**config.mk**
```make
export PLATFORM = sky130hd
export DESIGN_NAME = axis_rr_arbiter
export DESIGN_NICKNAME = d
export VERILOG_FILES = /design/src/rtl/rr_priority_select.sv /design/src/rtl/axis_rr_arbiter.sv
export SDC_FILE = /design/constraint.sdc
export NUM_CORES = 1
export LEC_CHECK = 0
export ABC_AREA = 0
export BUFFER_PORTS_ARGS = -buffer_cell sky130_fd_sc_hd__buf_2
export CAP_MARGIN = 20
export CORE_MARGIN = 4
export CORE_UTILIZATION = 37
export CTS_CLUSTER_DIAMETER = 120
export DETAILED_ROUTE_END_ITERATION = 16
export MAX_ROUTING_LAYER = met4
export PLACE_DENSITY = 0.87
export SLEW_MARGIN = 20
export SYNTH_ARGS = -nofsm -noshare
export SYNTH_HDL_FRONTEND = slang
export SYNTH_SLANG_ARGS = --single-unit
```
**constraint.sdc**
```tcl
create_clock -name clock -period 1.5 [get_ports clock]
set_input_delay 0.15 -clock clock [delete_from_list [all_inputs] [get_ports clock]]
set_output_delay 0.15 -clock clock [all_outputs]
set_load 0.02 [all_outputs]
```
**src/rtl/rr_priority_select.sv**
```systemverilog
// rr_priority_select: cyclic priority search over a request vector starting just above the last grant
// ports: req (request per stream), last (previous grant) -> found (any request), sel (chosen index)
module rr_priority_select #(
  parameter int COUNT = 4,
  parameter int IDX_WIDTH = 2
) (
  input  logic [COUNT-1:0]     req,
  input  logic [IDX_WIDTH-1:0] last,
  output logic                 found,
  output logic [IDX_WIDTH-1:0] sel
);
  logic [COUNT-1:0] upper, pick, onehot;
  logic [IDX_WIDTH-1:0] part [COUNT+1];
  // requests strictly above last win; otherwise wrap to the lowest request
  always_comb begin
    upper = req & ~((COUNT'(1) << ((IDX_WIDTH+1)'(last) + 1'b1)) - COUNT'(1));
    pick = |upper ? upper : req;
    onehot = pick & (~pick + COUNT'(1));
    found = |req;
  end
  assign part[0] = '0;
  for (genvar i = 0; i < COUNT; i++) begin : g_enc
    assign part[i+1] = part[i] | (onehot[i] ? IDX_WIDTH'(i) : '0);
  end
  assign sel = part[COUNT];
endmodule

```
**src/rtl/axis_rr_arbiter.sv**
```systemverilog
// axis_rr_arbiter: packet-level round-robin arbiter merging COUNT AXI-stream inputs into one registered output
// ports: clock, resetn (sync, active-low); idata/ivalid/ilast/iready per input stream;
//        odata/olast/ovalid/oready output stream; ogrant granted index; obusy high while locked to a packet
module axis_rr_arbiter #(
  parameter int WIDTH = 8,
  parameter int COUNT = 4,
  parameter int IDX_WIDTH = 2
) (
  input  logic                   clock,
  input  logic                   resetn,
  input  logic [COUNT*WIDTH-1:0] idata,
  input  logic [COUNT-1:0]       ivalid,
  input  logic [COUNT-1:0]       ilast,
  output logic [COUNT-1:0]       iready,
  output logic [WIDTH-1:0]       odata,
  output logic                   olast,
  output logic                   ovalid,
  input  logic                   oready,
  output logic [IDX_WIDTH-1:0]   ogrant,
  output logic                   obusy
);
  typedef enum logic {IDLE = 1'b0, LOCKED = 1'b1} state_t;
  state_t state, state_n;
  logic [IDX_WIDTH-1:0] last, last_n, grant_n, sel;
  logic [COUNT-1:0] gmask;
  logic found, take, xfer, beat_last;
  rr_priority_select #(.COUNT(COUNT), .IDX_WIDTH(IDX_WIDTH)) u_sel (
    .req(ivalid),
    .last(last),
    .found(found),
    .sel(sel)
  );
  // accept only when the output register is empty or draining this cycle
  always_comb begin
    gmask = COUNT'(1) << ogrant;
    take = state == LOCKED && (!ovalid || oready);
    iready = take ? gmask : '0;
    xfer = take && |(ivalid & gmask);
    beat_last = |(ilast & gmask);
    state_n = state == IDLE ? (found ? LOCKED : IDLE) : (xfer && beat_last ? IDLE : LOCKED);
    grant_n = state == IDLE && found ? sel : ogrant;
    last_n = xfer && beat_last ? ogrant : last;
  end
  assign obusy = state == LOCKED;
  always_ff @(posedge clock) begin
    if (!resetn) begin
      state <= IDLE;
      last <= IDX_WIDTH'(COUNT - 1);
      ogrant <= '0;
      odata <= '0;
      olast <= 1'b0;
      ovalid <= 1'b0;
    end else begin
      state <= state_n;
      last <= last_n;
      ogrant <= grant_n;
      if (xfer) begin
        odata <= WIDTH'(idata >> (int'(ogrant) * WIDTH));
        olast <= beat_last;
        ovalid <= 1'b1;
      end else if (oready) begin
        ovalid <= 1'b0;
      end
    end
  end
endmodule

```
==> run metrics, run 1 <==
Reg-to-Reg Start ogrant[1]$_SDFFE_PN0P_; initial antenna violation count 0; Worst R2R Setup Slack 5 ps; die area 3330 µm²; clock slew at reported path FFs 100 ps; crit-path max FO 3; CP max-delay cell mux4_2; Synth area leader dfxtp_1; Root Buffer clkbuf_4; later-pin clock latency in the skew report 280 ps; CTS Sinks 15; final RePlAce weighted congestion 0.759; Seq/Total Area, Yosys 32.9%; fmax 0.669 GHz; n_diodes 0; Met2 Wirelength 1550 µm; Via density 5.30; hold path endpoint last[1]$_SDFFE_PN1P_; gr usage total 16.6%; Starting Density 40.1%; die height 57.7 µm; clk buf depth 2; Mapped Cells 85; setup violators final 0; LEAKAGE 0.649 nW; DRT Wirelength 2660 µm; I/O pin count 60; Top Metal Used met4; Syn-to-layout area delta 42.2%; Critical Path RT 1670 ps; crit end category register; peak supply drop 0.399 mV; status finished clean; Max stage delay on crit path 570 ps; relative slew slack 72.4%; # nets final 190; number of synthesized flops with an enable pin 0; minimum clock period 1490 ps; post-route insts no fill 174; WS Path Type register to register; Worst R2R Path Depth 4; crit-path cells mux4_2 -> nand4_1 -> mux2i_1 -> nand2_1; Hold Buf Count CTS 0; most numerous cell in the Yosys netlist dfxtp_1; syn_area_per_cell 10.7 µm²; Place WS -5.41 ps; Crit path max-delay family multiplexers; synthesized area 913 µm²; detailed-route wire length per cell 15.3 µm; Yosys reg bits 15; Tightest Pin Transition 403 ps; global route total overflow 0; critical path arrival 1670 ps; power per cell area 827 nW/µm²; worst hold path depth 2; yosys warns 0; number of distinct library cells after synthesis 26; Pre-Repair DR Iteration Count 5; H-tree Lvls 1; Post-Route Skew 5.30 ps; vias in the first global route 885; max capacitance violation total 0; met3 WL post-DR 106 µm; Port Buffer Count 59; Inst Count DP 168; first-pass GRT wire length 4150 µm; synth cell count leaders 15 x dfxtp_1, 10 x nor2b_1, 9 x mux2i_1, 9 x mux4_2, 7 x nor2_1; CTS tree built; pin count of the biggest net entering global routing 16; FF-to-FF End last[1]$_SDFFE_PN1P_; core area 2280 µm²; asr flop ratio synth 0%; share of layout cells above drive strength 1 56.8%; Min-Delay Path Class input port to register; DP Wirelength 2080 µm; # fillers 199; endpoints failing hold 0; die width 57.7 µm; Post-route DRC 0; iteration-0 DRC count of the detailed router 13; CTS Buf Count 3; post-layout worst setup margin 5.43 ps; Yosys top cell area share 32.9%; vias 922; Row Count 17; final hold slack 176 ps; largest cells by area after synthesis dfxtp_1 33%, mux4_2 22%, mux2i_1 9.9%; antenna viol nets, final 0; worst hold start resetn; Slew Viols, Final 0; startpoint types register; RSZ-0062 raised after global routing true; Mapped Nets 128; met1 wire length 957 µm; final worst path period share 99.6%; top_reg_cell synth dfxtp_1; worst path buffer plus inverter count 0
==> per-layer routing <==
| layer | track usage (%) | vias to the layer above |
|---|---|---|
| met5 | - | - |
| met4 | 5.30 | 0 |
| met3 | 2.45 | 4 |
| met2 | 31.0 | 24 |
| met1 | 17.9 | 456 |
| li1 | - | 438 |
==> cell usage in the layout (no fill, tap or decap), types with 2 or more instances in the layout <==
cell type / synthesis / layout
mux4_2: 9 / 9
mux2i_1: 9 / 9
buf_4: 0 / 3
inv_1: 3 / 3
buf_2: 1 / 59
a21oi_1: 4 / 3
nor2b_1: 10 / 10
a2111oi_0: 2 / 2
dfxtp_1: 15 / 12
nand2_1: 4 / 4
nand2b_1: 3 / 2
dfxtp_4: 0 / 2
nor2_1: 7 / 7
nor3_1: 2 / 2
clkbuf_4: 0 / 3
==> worst max-delay path by stage <==
stage / start / end / slack (ps) / depth (start not counted)
floorplan: ogrant[1]$_SDFFE_PN0P_ / odata[0]$_SDFFE_PN0P_ / -60 / 6
global placement: ogrant[1]$_SDFFE_PN0P_ / odata[5]$_SDFFE_PN0P_ / 30 / 4
detailed placement: ogrant[1]$_SDFFE_PN0P_ / odata[0]$_SDFFE_PN0P_ / -5 / 4
CTS: ogrant[0]$_SDFFE_PN0P_ / last[1]$_SDFFE_PN1P_ / 20 / 4
global route: ogrant[1]$_SDFFE_PN0P_ / obusy$_SDFF_PN0_ / -40 / 5
finish: ogrant[1]$_SDFFE_PN0P_ / last[1]$_SDFFE_PN1P_ / 5 / 4
==> cell families (layout without fill, tap and decap cells) <==
logic type      after synthesis  after routing  share of synthesized area, %
compound gates               12             12                          8.91
simple gates                 29             30                          16.8
buf+inv                      10             70                          6.44
mux                          19             19                          34.9
flops                        15             15                          32.9
==> registers in the layout, indices dropped and copies added (netlist names) <==
register and count:
odata 8, last 2, ogrant 2, obusy 1, olast 1, ovalid 1
==> metrics by stage <==
step	area (µm²)	total power (W)	TNS (ps)	util [%]
after floorplan	932	0.000712	-510	-
after global placement	1240	0.000817	0	54.4
after detailed placement	1240	0.000831	-7.44	54.4
after CTS	1270	0.00107	0	56.0
after global routing	1300	0.00114	-113	57.1
final	1300	0.00107	0	57.1
==> where the power goes <==
group          switching [W]  leakage (nW)  internal [W]
clock               0.000135        0.0177     0.0000989
combinational       0.000178         0.507      0.000195
sequential         0.0000350         0.124      0.000433
total               0.000348         0.649      0.000726
==> cell type report <==
| class | count | area, µm² | area share, % |
|---|---|---|---|
| Multi-Input combinational cell | 61 | 578 | 44.5 |
| Tap cell | 28 | 35.0 | 2.70 |
| Sequential cell | 15 | 309 | 23.8 |
| Clock inverter | 1 | 5.00 | 0.385 |
| Timing Repair Buffer | 63 | 338 | 26.0 |
| Clock buffer | 3 | 22.5 | 1.73 |
| Inverter | 3 | 11.3 | 0.867 |
==> timing repair <==
| action | CTS | global route |
|---|---|---|
| pin swaps | 0 | 3 |
| setup endpoints to repair | 3 | 15 |
| cloned | 0 | 1 |
| gates resized for setup | 1 | 3 |
| buffers inserted | 0 | 1 |
Note: power is estimated with default switching activity, not from simulation.
==> run 2: changes to the inputs <==
CORE_MARGIN = default   (was 4)
==> run 2 against run 1 <==
Compared with the run above:
- the run now ends with setup timing left
- final cell count rose by 1.1%
- combinational power is 3% higher
- count of clock-buffer cells in the layout stayed put
- utilization increased by 0.71 points
- sequential share of layout area decreased by 0.29 points
- maximum frequency shrank 0.81%
- cell area up 1.3%
- critical path depth stayed put
- hold slack worse by 16 ps
- sequential power hardly changed
==> run metrics, run 2 (same netlist as run 1, synthesis figures left out) <==
final worst path period share 100% (+0.81 points); Post-route DRC 0 (unchanged); die width 51.7 µm (-10%); Slew Viols, Final 0 (unchanged); max FFs per register 8 (unchanged); most common cell after layout, fill and taps aside buf_2; Clock power frac 21.8% (about the same); die area 2670 µm² (-20%); max capacitance violation total 0 (unchanged); global route total overflow 0 (unchanged); clock slew at reported path FFs 90 ps (about the same); iteration-0 DRC count of the detailed router 11 (-2); combinational power share 35.3% (+0.6 points); Inst Count DP 169 (+0.60%); Worst R2R Path Depth 4 (unchanged); startpoint types register; Critical Path RT 1680 ps (about the same); later-pin clock latency in the skew report 290 ps (about the same); CTS tree built; Post-DP Area 1230 µm² (-0.40%); pin count of the biggest net entering global routing 16 (unchanged); fin area 1320 µm² (+1.3%); Syn-to-layout area delta 44.0%; Seq pwr share 42.9% (-0.7 points); LEAKAGE 0.662 nW (+2.0%); Crit path max-delay family multiplexers; minimum clock period 1510 ps (+12.2 ps); DRT Wirelength 2500 µm (-6.3%); worst hold path depth 2 (unchanged); n_diodes 0 (unchanged); peak supply drop 0.576 mV (+45%); CTS Buf Count 3 (unchanged); Root Buffer clkbuf_4; status finished, violations left; Via density 5.38 (+1.4%); gr usage total 19.6% (+3.0 points); die height 51.7 µm (-10%); Biggest register odata; antenna viol nets, final 0 (unchanged); power per cell area 825 nW/µm² (-0.21%); Post-Route Skew 2.35 ps (-2.95 ps); vias in the first global route 881 (-0.45%); top flop regs odata x8, last x2, ogrant x2; first-pass GRT wire length 3710 µm (-11%); Hold Buf Count CTS 0 (unchanged); final RePlAce weighted congestion 0.690 (-9.0%); violated checks setup timing; fmax 0.664 GHz (-0.81%); relative slew slack 75.5% (+3.1 points); post-layout worst setup margin -6.77 ps (-12.2 ps); worst path buffer plus inverter count 0 (unchanged); P_sw 0.000351 W (+1.0%); vias 946 (+2.6%); crit-path cells mux4_2 -> nand4_1 -> mux2i_1 -> nand2_1; critical path arrival 1690 ps (+20 ps); Pre-Repair DR Iteration Count 4 (-1); share of layout cells above drive strength 1 58.1% (+1.3 points); detailed-route wire length per cell 14.2 µm (-7.3%); core area 2280 µm² (unchanged); # nets final 192 (+1.1%); I/O pin count 60 (unchanged); WS Path Type register to register; CTS Sinks 15 (unchanged); Pint 0.000734 W (+1.1%); H-tree Lvls 1 (unchanged); sw frac 32.4% (about the same); Layout Utilization 57.8% (+0.71 points); Row Count 17 (unchanged); DP Wirelength 1970 µm (-5.0%); Starting Density 40.1% (unchanged); final hold slack 161 ps (-15.7 ps); CP max-delay cell mux4_2; setup violators final 1 (+1); crit-path max FO 2 (-1); RSZ-0062 raised after global routing true; Min-Delay Path Class input port to register; Tightest Pin Transition 358 ps (-45.6 ps); post-route insts no fill 176 (+1.1%); initial antenna violation count 0 (unchanged); Total Power 0.00109 W (+1.0%); Max stage delay on crit path 540 ps (-30 ps); clk buf depth 2 (unchanged); Critical Path Stages 4 (unchanged); leading cell types in the layout, fill and taps excluded 59 x buf_2, 12 x dfxtp_1, 10 x nor2b_1, 9 x mux4_2, 9 x mux2i_1; crit end category register; endpoints failing hold 0 (unchanged); Port Buffer Count 59 (unchanged)
run 2: metrics by stage:
step                      TNS [ps]  worst slack [ps]
final                        -6.77             -6.77
after global routing          -119             -28.4
after CTS                        0              30.0
after detailed placement     -6.64             -4.81
after global placement           0              37.9
after floorplan               -510             -59.1
run 2: per-layer routing:
metal / global-route usage (%) / wire, µm / vias up
li1: - / - / 439
met5: - / 0 / -
met3: 5.56 / 126 / 10
met1: 20.1 / 914 / 462
met2: 36.1 / 1400 / 35
met4: 5.86 / 56 / 0
run 2: power groups by stage:
stage	Sequential [W]	Clock, W	Combinational (W)
final	0.000465	0.000236	0.000384
after global routing	0.000469	0.000260	0.000410
after CTS	0.000462	0.000238	0.000376
after detailed placement	0.000472	0	0.000353
after global placement	0.000469	0	0.000342
after floorplan	0.000494	0	0.000217
run 2: worst paths after layout:
| kind | start | end | slack (ps) |
|---|---|---|---|
| worst max-delay path | ogrant[1]$_SDFFE_PN0P_ | last[1]$_SDFFE_PN1P_ | -7 |
| worst max register to register | ogrant[1]$_SDFFE_PN0P_ | last[1]$_SDFFE_PN1P_ | -7 |
| worst min-delay path | resetn | last[1]$_SDFFE_PN1P_ | 160 |
| worst min register to register | olast$_SDFFE_PN0P_ | olast$_SDFFE_PN0P_ | 480 |
run 2: repair_timing:
item                       in CTS  in global routing
pin swaps                       0                  1
setup endpoints to repair       8                 13
resized for setup               3                  5
buffers inserted                3                  0
run 2: layout make-up:
| class | count | area (µm²) |
|---|---|---|
| fill | 181 | 961 |
| multi-input combinational | 60 | 573 |
| timing repair buffer | 66 | 359 |
| sequential | 15 | 309 |
| tap | 28 | 35.0 |
| clock buffer | 3 | 22.5 |
| inverter | 3 | 11.3 |
| clock inverter | 1 | 5.00 |
==> run 3: changes to the inputs <==
CORE_UTILIZATION = 44   (was 37)
PLACE_DENSITY = 0.95   (was 0.87)
TNS_END_PERCENT = 1   (was default)
clock period = 1.9 ns   (was 1.5 ns; I/O delays follow)
==> run 3 against run 2 <==
Compared with the run above:
- the flow now finishes without violations
- critical endpoint unchanged
- critical path depth unchanged
- die area fell by 15%
- hold slack better by 49 ps
- combinational power decreased by 29%
- first-iteration DRC count is 64% higher
- utilization up 5.3 points
- total power decreased by 24%
- final cell count decreased by 3.4%
==> run metrics, run 3 (same netlist as run 1, synthesis figures left out) <==
endpoints failing hold 0 (unchanged); Syn-to-layout area delta 35.5%; Min-Delay Path Class input port to register; combinational power share 33.1% (-2.2 points); CTS Sinks 15 (unchanged); Seq pwr share 44.2% (+1.3 points); Root Buffer clkbuf_4; cts repair resizes 0 (-3); sw frac 32.2% (-0.14 points); crit-path max FO 7 (+5); crit-path cells mux4_2 -> nand4_1 -> mux2i_1 -> nand2_1; n_diodes 0 (unchanged); Critical Path RT 2070 ps (+390 ps); Tightest Pin Transition 370 ps (+12.0 ps); RSZ-0062 raised after global routing false; clock slew at reported path FFs 100 ps (about the same); CTS tree built; hold path endpoint last[1]$_SDFFE_PN1P_; Post-Route Skew 4.09 ps (+1.74 ps); DP Wirelength 1860 µm (-5.8%); Reg-to-Reg Start ogrant[0]$_SDFFE_PN0P_; initial antenna violation count 0 (unchanged); H-tree Lvls 1 (unchanged); global route total overflow 0 (unchanged); Clock power frac 22.7% (+0.9 points); detailed-route wire length per cell 13.6 µm (-3.9%); CTS Buf Count 3 (unchanged); LEAKAGE 0.631 nW (-4.8%); post-route insts no fill 170 (-3.4%); P_sw 0.000266 W (-24%); Biggest register odata; die height 47.6 µm (-8.0%); final RePlAce weighted congestion 0.749 (+8.6%); first-pass GRT wire length 3210 µm (-13%); CP max-delay cell mux4_2; Slew Viols, Final 0 (unchanged); vias in the first global route 785 (-11%); Max stage delay on crit path 550 ps (about the same); vias 913 (-3.5%); top flop regs odata x8, last x2, ogrant x2; clk buf depth 2 (unchanged); most common cell after layout, fill and taps aside buf_2; # nets final 187 (-2.6%); area of the multi-input gates 554 µm² (-3.3%); Inst Count DP 166 (-1.8%); fmax 0.595 GHz (-10%); worst hold path depth 2 (unchanged); Starting Density 46.6% (+6.4 points); crit end category register; Via density 5.37 (about the same); power per cell area 666 nW/µm² (-19%); setup violators final 0 (-1); later-pin clock latency in the skew report 280 ps (about the same); DRT Wirelength 2320 µm (-7.2%); max FFs per register 8 (unchanged); leading cell types in the layout, fill and taps excluded 59 x buf_2, 15 x dfxtp_1, 10 x nor2b_1, 9 x mux4_2, 9 x mux2i_1; # fillers 169 (-6.6%); Port Buffer Count 59 (unchanged); minimum clock period 1680 ps (+174 ps); Layout Utilization 63.1% (+5.3 points); Sequential Area 300 µm² (-2.8%); critical path arrival 1850 ps (+160 ps); post-CTS setup buffer count 0 (-3); startpoint types register; final worst path period share 88.5% (-12 points); max capacitance violation total 0 (unchanged); Row Count 16 (-1); worst hold start resetn; Post-route DRC 0 (unchanged); status finished clean; Pre-Repair DR Iteration Count 4 (unchanged); die width 47.6 µm (-8.0%); Pint 0.000559 W (-24%); Worst R2R Setup Slack 220 ps (+230 ps); peak supply drop 0.459 mV (-20%); Worst R2R Path Depth 4 (unchanged); I/O pin count 60 (unchanged); antenna viol nets, final 0 (unchanged); Hold Buf Count CTS 0 (unchanged); TNS Setup 0 ps (+6.77 ps); share of layout cells above drive strength 1 52.4% (-5.7 points); pin count of the biggest net entering global routing 16 (unchanged); WS Path Type register to register; FF-to-FF End last[1]$_SDFFE_PN1P_; relative slew slack 74.7% (-0.82 points); iteration-0 DRC count of the detailed router 18 (+7); Total Power 0.000824 W (-24%); die area 2260 µm² (-15%); gr usage total 21.3% (+1.6 points); core area 1960 µm² (-14%)
run 3: power groups by stage:
stage | sequential (W) | combinational (W) | clock [W]
4_1_cts | 0.000365 | 0.000273 | 0.000187
3_3_place_gp | 0.000370 | 0.000262 | 0
6_report | 0.000365 | 0.000273 | 0.000187
2_1_floorplan | 0.000390 | 0.000166 | 0
5_1_grt | 0.000370 | 0.000296 | 0.000205
3_5_place_dp | 0.000372 | 0.000272 | 0
run 3: how the worst max path moves through the flow:
stage,from,to,cells past startpoint
3_3_place_gp,ogrant[0]$_SDFFE_PN0P_,last[1]$_SDFFE_PN1P_,4
3_5_place_dp,ogrant[0]$_SDFFE_PN0P_,last[1]$_SDFFE_PN1P_,4
6_report,ogrant[0]$_SDFFE_PN0P_,last[1]$_SDFFE_PN1P_,4
2_1_floorplan,ogrant[0]$_SDFFE_PN0P_,odata[0]$_SDFFE_PN0P_,5
5_1_grt,ogrant[0]$_SDFFE_PN0P_,iready[1],4
4_1_cts,ogrant[0]$_SDFFE_PN0P_,iready[1],4
run 3: cell type report:
type | instances | area share [%]
clock inverter | 1 | 0.404
tap | 27 | 2.73
sequential | 15 | 24.3
timing repair buffer | 61 | 25.1
multi-input combinational | 60 | 44.8
clock buffer | 3 | 1.82
inverter | 3 | 0.910
run 3: worst max-delay path: cells and delay by family, from the launching register on:
kind	cells	cell delay (ps)
and+or+nand+nor	2	300
muxes	2	770
DFF	1	500
run 3: layer usage:
| metal | GRT usage (%) | vias to the layer above | part of all wire (%) |
|---|---|---|---|
| met1 | 22.3 | 431 | 37 |
| met2 | 35.3 | 41 | 54 |
| met4 | 12.8 | 0 | 3.7 |
| met5 | - | - | 0 |
| met3 | 6.04 | 10 | 5.6 |
| li1 | - | 431 | - |
run 3: metrics by stage:
step,hold slack [ps],cell area [µm²],setup slack (ps)
final,210,1240,219
after floorplan,318,913,213
after global routing,210,1240,114
after CTS,207,1240,213
after detailed placement,485,1210,261
after global placement,453,1210,333
